`config.mk`:
```
export PLATFORM = sky130hd
export DESIGN_NAME = pe_job_sequencer
export DESIGN_NICKNAME = d
export VERILOG_FILES = /design/src/rtl/pe_job_sequencer.sv
export SDC_FILE = /design/constraint.sdc
export NUM_CORES = 1
export LEC_CHECK = 0
export CAP_MARGIN = 5
export CELL_PAD_IN_SITES_DETAIL_PLACEMENT = 2
export CELL_PAD_IN_SITES_GLOBAL_PLACEMENT = 2
export CORE_ASPECT_RATIO = 0.7
export CORE_UTILIZATION = 21
export DETAILED_ROUTE_END_ITERATION = 6
export HOLD_SLACK_MARGIN = 0.03
export PLACE_DENSITY_LB_ADDON = 0.2
export SETUP_SLACK_MARGIN = 0.3
export SLEW_MARGIN = 15
export SYNTH_ARGS = -nofsm -noshare
export SYNTH_HDL_FRONTEND = slang
export SYNTH_SLANG_ARGS = --single-unit
```
`constraint.sdc`:
```
create_clock -name CLK -period 3.1 [get_ports CLK]
set_input_delay 0.465 -clock CLK [delete_from_list [all_inputs] [get_ports CLK]]
set_output_delay 0.465 -clock CLK [all_outputs]
set_load 0.02 [all_outputs]
```
`src/rtl/pe_job_sequencer.sv`:
```
// Initiator for one Processing_Element: clears it, streams A then B, runs the
// MAC phase with a timeout, reads the accumulator and returns it to the host.
module pe_job_sequencer #(
  parameter int N       = 16,
  parameter int TIMEOUT = 32
) (
  input  logic        CLK,
  input  logic        RSTN,
  input  logic        START,
  input  logic [1:0]  DIMEN_IN,
  input  logic        IN_VALID,
  input  logic [31:0] IN_DATA,
  output logic        IN_READY,
  output logic        RES_VALID,
  output logic [31:0] RES_DATA,
  output logic        RES_ERR,
  input  logic        RES_READY,
  output logic        BUSY,
  output logic        RST_ADD,
  output logic        RST_ACC,
  output logic        RST_PC,
  output logic        WRITE_MAT,
  output logic        MAT_MUX,
  output logic        MAC_CTRL,
  output logic        OUT_READY,
  output logic [1:0]  DIMEN,
  output logic [31:0] DATAIN,
  input  logic        MAC_DONE,
  input  logic [31:0] DATAOUT
);

  localparam int BW = (N > 1) ? $clog2(N) : 1;
  localparam int TW = (TIMEOUT > 1) ? $clog2(TIMEOUT) : 1;
  localparam logic [TW-1:0] TLAST = TW'(TIMEOUT - 1);

  typedef enum logic [2:0] {
    S_IDLE,
    S_CLR,
    S_LOAD_A,
    S_RADDR,
    S_LOAD_B,
    S_MAC,
    S_READ,
    S_RESP
  } state_t;

  state_t        state_q, state_d;
  logic [BW-1:0] beat_q, beat_d;
  logic [TW-1:0] tmo_q, tmo_d;
  logic [1:0]    dimen_q, dimen_d;
  logic [31:0]   res_data_q, res_data_d;
  logic          res_err_q, res_err_d;
  logic          res_valid_q, res_valid_d;
  logic [BW-1:0] len_m1;

  logic is_clr;
  logic is_load_a;
  logic is_raddr;
  logic is_load_b;
  logic is_mac;
  logic is_read;
  logic is_load;

  assign len_m1 = BW'((32'd2 << dimen_q) - 32'd1);

  assign is_clr    = (state_q == S_CLR);
  assign is_load_a = (state_q == S_LOAD_A);
  assign is_raddr  = (state_q == S_RADDR);
  assign is_load_b = (state_q == S_LOAD_B);
  assign is_mac    = (state_q == S_MAC);
  assign is_read   = (state_q == S_READ);
  assign is_load   = is_load_a | is_load_b;

  always_comb begin
    state_d     = state_q;
    beat_d      = beat_q;
    tmo_d       = tmo_q;
    dimen_d     = dimen_q;
    res_data_d  = res_data_q;
    res_err_d   = res_err_q;
    res_valid_d = res_valid_q;
    unique case (state_q)
      S_IDLE: begin
        if (START) begin
          state_d = S_CLR;
          dimen_d = DIMEN_IN;
        end
      end
      S_CLR: begin
        beat_d  = '0;
        state_d = S_LOAD_A;
      end
      S_LOAD_A: begin
        if (IN_VALID) begin
          if (beat_q == len_m1) begin
            beat_d  = '0;
            state_d = S_RADDR;
          end else begin
            beat_d = beat_q + BW'(1);
          end
        end
      end
      S_RADDR: begin
        state_d = S_LOAD_B;
      end
      S_LOAD_B: begin
        if (IN_VALID) begin
          if (beat_q == len_m1) begin
            beat_d  = '0;
            tmo_d   = '0;
            state_d = S_MAC;
          end else begin
            beat_d = beat_q + BW'(1);
          end
        end
      end
      S_MAC: begin
        tmo_d = tmo_q + TW'(1);
        // MAC_DONE wins over a timeout hitting in the same cycle
        if (MAC_DONE) begin
          tmo_d   = '0;
          state_d = S_READ;
        end else if (tmo_q == TLAST) begin
          tmo_d       = '0;
          res_data_d  = '0;
          res_err_d   = 1'b1;
          res_valid_d = 1'b1;
          state_d     = S_RESP;
        end
      end
      S_READ: begin
        res_data_d  = DATAOUT;
        res_err_d   = 1'b0;
        res_valid_d = 1'b1;
        state_d     = S_RESP;
      end
      S_RESP: begin
        if (RES_READY) begin
          res_valid_d = 1'b0;
          state_d     = S_IDLE;
        end
      end
      default: begin
        state_d = S_IDLE;
      end
    endcase
  end

  always_ff @(posedge CLK or negedge RSTN) begin
    if (!RSTN) begin
      state_q     <= S_IDLE;
      beat_q      <= '0;
      tmo_q       <= '0;
      dimen_q     <= '0;
      res_data_q  <= '0;
      res_err_q   <= 1'b0;
      res_valid_q <= 1'b0;
    end else begin
      state_q     <= state_d;
      beat_q      <= beat_d;
      tmo_q       <= tmo_d;
      dimen_q     <= dimen_d;
      res_data_q  <= res_data_d;
      res_err_q   <= res_err_d;
      res_valid_q <= res_valid_d;
    end
  end

  // PE strobes decode straight from the state register, so reset clears them at once
  assign RST_ADD   = is_clr | is_raddr;
  assign RST_ACC   = is_clr;
  assign RST_PC    = is_clr;
  assign WRITE_MAT = is_load & IN_VALID;
  assign MAT_MUX   = is_load_a;
  assign MAC_CTRL  = is_mac;
  assign OUT_READY = is_read;

  assign IN_READY  = is_load;
  assign BUSY      = (state_q != S_IDLE);
  assign DIMEN     = dimen_q;
  assign DATAIN    = IN_DATA;
  assign RES_VALID = res_valid_q;
  assign RES_DATA  = res_data_q;
  assign RES_ERR   = res_err_q;

endmodule

```
==> metrics.txt <==
# TYPE chip_impl_metric gauge
chip_impl_info{name="run_status",value="completed"} 1
chip_impl_metric{name="detailedRoute.firstIterationViolations",unit=""} 63
chip_impl_metric{name="critical_path_peak_fanout",unit=""} 8
chip_impl_metric{name="hold_viol_final",unit=""} 0
chip_impl_metric{name="post_cts_resized",unit=""} 0
chip_impl_metric{name="num_vias",unit=""} 1905
chip_impl_metric{name="final_period_utilization",unit=""} 0.851
chip_impl_info{name="cts.root.buffer_cell",value="clkbuf_16"} 1
chip_impl_metric{name="ant_nets",unit=""} 0
chip_impl_metric{name="final.fill_count",unit=""} 1212
chip_impl_info{name="crit_chain",value="inv_1 > ha_1 > mux2i_1 > nor2b_1 > clkdlybuf4s50_1"} 1
chip_impl_metric{name="cts.path.max_buffers",unit=""} 2
chip_impl_metric{name="worst_slew_pin_slew",unit="ns"} 0.893
chip_impl_metric{name="total_power",unit="mW"} 3.66
chip_impl_metric{name="chipHeight",unit="um"} 91.5
chip_impl_metric{name="maximum_single_stage_delay_on_the_critical_path",unit="ns"} 0.62
chip_impl_metric{name="tns",unit="ns"} 0
chip_impl_metric{name="num_rows",unit=""} 32
chip_impl_info{name="crit_family",value="buffers and inverters"} 1
chip_impl_metric{name="required_time_of_the_worst_setup_path",unit="ns"} 2.63
chip_impl_metric{name="worst_path_buf_inv",unit=""} 2
chip_impl_metric{name="synth.area.mux_share",unit=""} 0.0359
chip_impl_metric{name="flow.area_growth_from_synthesis",unit="%"} 39.8
chip_impl_metric{name="place_congestion",unit=""} 0.741
chip_impl_metric{name="ir_drop_worst_vdd",unit="V"} 0.000398
chip_impl_metric{name="sequential_cell_area_fraction_in_the_yosys_report",unit=""} 0.499
chip_impl_metric{name="netlist_instances",unit=""} 221
chip_impl_info{name="critical_path_class",value="reg2out"} 1
chip_impl_metric{name="vias_per_instance",unit=""} 4.46
chip_impl_metric{name="drive_gt1_frac",unit=""} 0.0839
chip_impl_info{name="endpoint_kind",value="output pin"} 1
chip_impl_metric{name="fin_worst_skew",unit="ns"} 0.00630
chip_impl_metric{name="static-leakage-power",unit="nW"} 1.41
chip_impl_metric{name="grt.overflow.total",unit=""} 0
chip_impl_metric{name="synth_cell_type_count",unit=""} 36
chip_impl_metric{name="cts_hold_buffers",unit=""} 0
chip_impl_metric{name="die_x",unit="um"} 130
chip_impl_info{name="worst_setup_path_start_kind",value="flop"} 1
chip_impl_metric{name="grt_pass1_wl",unit="um"} 11400
chip_impl_metric{name="first_pass_iters",unit=""} 4
chip_impl_metric{name="setup_fix_buffers_added_after_clock_tree_synthesis",unit=""} 0
chip_impl_metric{name="grt_max_degree",unit=""} 38
chip_impl_metric{name="netlist_area",unit="sq um"} 2400
chip_impl_metric{name="nNetsFinal",unit=""} 352
chip_impl_metric{name="power-per-cell-area",unit="nW/um^2"} 1090
chip_impl_metric{name="post_synthesis_mean_instance_area",unit="sq um"} 10.9
chip_impl_metric{name="synth_nets",unit=""} 300
chip_impl_info{name="hold_path.class",value="in2async"} 1
chip_impl_metric{name="synth-adder-area-share",unit=""} 0.0364
chip_impl_metric{name="routed_wl",unit="um"} 7010
chip_impl_metric{name="ys_ff_latch",unit=""} 48
chip_impl_metric{name="highest_attainable_clock_frequency",unit="MHz"} 379
chip_impl_metric{name="buffer_ports.inserted",unit=""} 84
chip_impl_metric{name="place_hpwl",unit="um"} 5060
chip_impl_metric{name="arrival",unit="ns"} 2.17
chip_impl_metric{name="slew-limit-headroom",unit=""} 0.404
chip_impl_metric{name="cts_inserted_buffers",unit=""} 5
chip_impl_metric{name="final_critical_path_required_period",unit="ns"} 2.64
chip_impl_metric{name="core_area",unit="sq um"} 11100
chip_impl_info{name="cpMaxStageDelayCell",value="clkdlybuf4s50_1"} 1
chip_impl_info{name="dominant_combinational_cell_family_by_area_after_synthesis",value="compound AO/OA/AOI/OAI gates"} 1
chip_impl_metric{name="antenna_cells",unit=""} 0
chip_impl_metric{name="worstSkewPairLatency",unit="ns"} 0.29
chip_impl_metric{name="finalMaxSlewViolations",unit=""} 0
chip_impl_metric{name="finalSetupViolations",unit=""} 0
chip_impl_metric{name="cts.sink_count",unit=""} 48
chip_impl_metric{name="antenna_found_initial",unit=""} 0
chip_impl_metric{name="ys.warnings.count",unit=""} 0
chip_impl_metric{name="fp.dieArea",unit="sq um"} 11900
chip_impl_metric{name="post_synth_xor_area_fraction",unit=""} 0.00364
chip_impl_metric{name="clock_transition_time_at_the_flip_flop_clock_pins_of_the_worst_setup_and_hold_paths",unit="ns"} 0.07
chip_impl_metric{name="global_route.usage.total",unit=""} 0.126
chip_impl_metric{name="htree_levels",unit=""} 2
chip_impl_metric{name="floorplan.initialDensity",unit=""} 0.217
chip_impl_metric{name="first_global_vias",unit=""} 2089
chip_impl_info{name="grt_setup_unrepaired",value="no"} 1
chip_impl_metric{name="detail_route.wl_per_cell",unit="um"} 16.4
chip_impl_metric{name="io_pins",unit=""} 149
chip_impl_metric{name="synth_simple_gate_area_frac",unit=""} 0.0963
chip_impl_metric{name="maxCapViolations",unit=""} 0
chip_impl_metric{name="synth-compound-area-share",unit=""} 0.191
chip_impl_info{name="clock_tree_from_tritoncts",value="built"} 1
chip_impl_metric{name="drc_errors",unit=""} 0
[sequential cells by signal (all words and copies together) (netlist names)]
name / count
tmo_q: 5
beat_q: 4
RES_VALID: 1
RES_ERR: 1
DIMEN: 2
RES_DATA: 32
state_q: 3
[layout make-up]
type / instances / area [sq um] / area share
clock inverters: 2 / 38.8 / 0.0115
inverters: 8 / 30.0 / 0.00894
flip-flops and latches: 48 / 1200 / 0.357
clock buffers: 6 / 139 / 0.0413
well taps: 153 / 191 / 0.0570
repair buffers: 89 / 873 / 0.260
multi-input cells: 121 / 887 / 0.264
[power by group]
group          switching, mW  internal, mW  leakage, nW  total, mW
sequential             0.238         0.917        0.592       1.15
combinational          0.931         0.924        0.735       1.85
clock                  0.249         0.405       0.0871      0.654
[layout by cell type (no fill, tap or decap), types with 7 or more instances in the layout]
cell             count
o21ai_0              9
nand2_1             16
inv_1                8
nor2_1               8
a22o_1              32
dfrtp_1             48
clkdlybuf4s50_1     83
ha_1                 7
[synth_stat cells]
| master | number | area [sq um] |
|---|---|---|
| o211ai_2 | 1 | 12.5 |
| a211oi_1 | 1 | 7.51 |
| a21oi_1 | 5 | 25.0 |
| or3_1 | 2 | 12.5 |
| inv_1 | 8 | 30.0 |
| nand4bb_1 | 1 | 11.3 |
| o22ai_1 | 1 | 6.26 |
| nand3_1 | 5 | 25.0 |
| o221a_2 | 1 | 11.3 |
| buf_2 | 2 | 10.0 |
| o2111ai_1 | 1 | 8.76 |
| buf_6 | 1 | 11.3 |
| or4_4 | 1 | 11.3 |
| nor2_1 | 8 | 30.0 |
| o31a_1 | 1 | 8.76 |
| o32a_1 | 1 | 10.0 |
| o31ai_1 | 1 | 7.51 |
| o21bai_1 | 1 | 7.51 |
| xnor2_1 | 1 | 8.76 |
| and3_1 | 2 | 12.5 |
| mux2_2 | 5 | 56.3 |
| clkbuf_1 | 8 | 30.0 |
| a32oi_1 | 1 | 8.76 |
| ha_1 | 7 | 87.6 |
| nor4b_1 | 2 | 17.5 |
| nor2b_1 | 2 | 12.5 |
| dfrtp_1 | 48 | 1200 |
| a22o_1 | 32 | 280 |
| nor3_1 | 4 | 20.0 |
| o21ai_0 | 9 | 45.0 |
| nand2b_1 | 3 | 18.8 |
| a31oi_1 | 1 | 6.26 |
| mux2i_1 | 3 | 30.0 |
| nand2_1 | 16 | 60.1 |
| buf_4 | 33 | 248 |
| a21o_1 | 2 | 15.0 |
[kinds of logic (layout without fill, tap and decap cells)]
family | Yosys count | after routing
AO/OA/AOI/OAI | 59 | 59
flip-flops | 48 | 48
AND/OR/NAND/NOR | 46 | 46
adder cells (fa/ha/maj) | 7 | 7
buffers and inverters | 52 | 105
multiplexers | 8 | 8
XOR/XNOR | 1 | 1
[final timing paths]
check	startpoint	slack (ns)	depth (start not counted)	to
setup / recovery	state_q[0]	0.46	5	WRITE_MAT
hold / removal	RSTN	0.30	1	RES_DATA[17]
setup reg to reg	tmo_q[0]	0.72	7	state_q[1]
hold reg to reg	RES_DATA[30]	0.51	1	RES_DATA[30]
max in group asynchronous	RSTN	2.15	2	RES_DATA[28]
min in group CLK	RES_DATA[30]	0.51	1	RES_DATA[30]
[metal layers]
| metal | vias to the layer above | wire (um) | part of all wire | track usage |
|---|---|---|---|---|
| met2 | 67 | 2920 | 0.42 | 0.181 |
| met1 | 966 | 3440 | 0.49 | 0.174 |
| met3 | 15 | 561 | 0.080 | 0.0483 |
| li1 | 857 | - | - | - |
| met4 | 0 | 84 | 0.012 | 0.0339 |
| met5 | - | 0 | 0 | 0 |
[stage by stage]
stage / hold slack [ns] / setup WS, ns / std cells / cell area (sq um) / utilization
floorplan: 0.169 / 0.885 / 221 / 2400 / -
CTS: 0.344 / 0.444 / 427 / 3360 / 0.303
global placement: 0.487 / 0.729 / 419 / 3180 / 0.287
detailed placement: 0.491 / 0.694 / 419 / 3180 / 0.287
finish: 0.299 / 0.462 / 427 / 3360 / 0.303
global route: 0.371 / 0.304 / 427 / 3360 / 0.303
No activity file was read; power rests on OpenSTA's default activity.
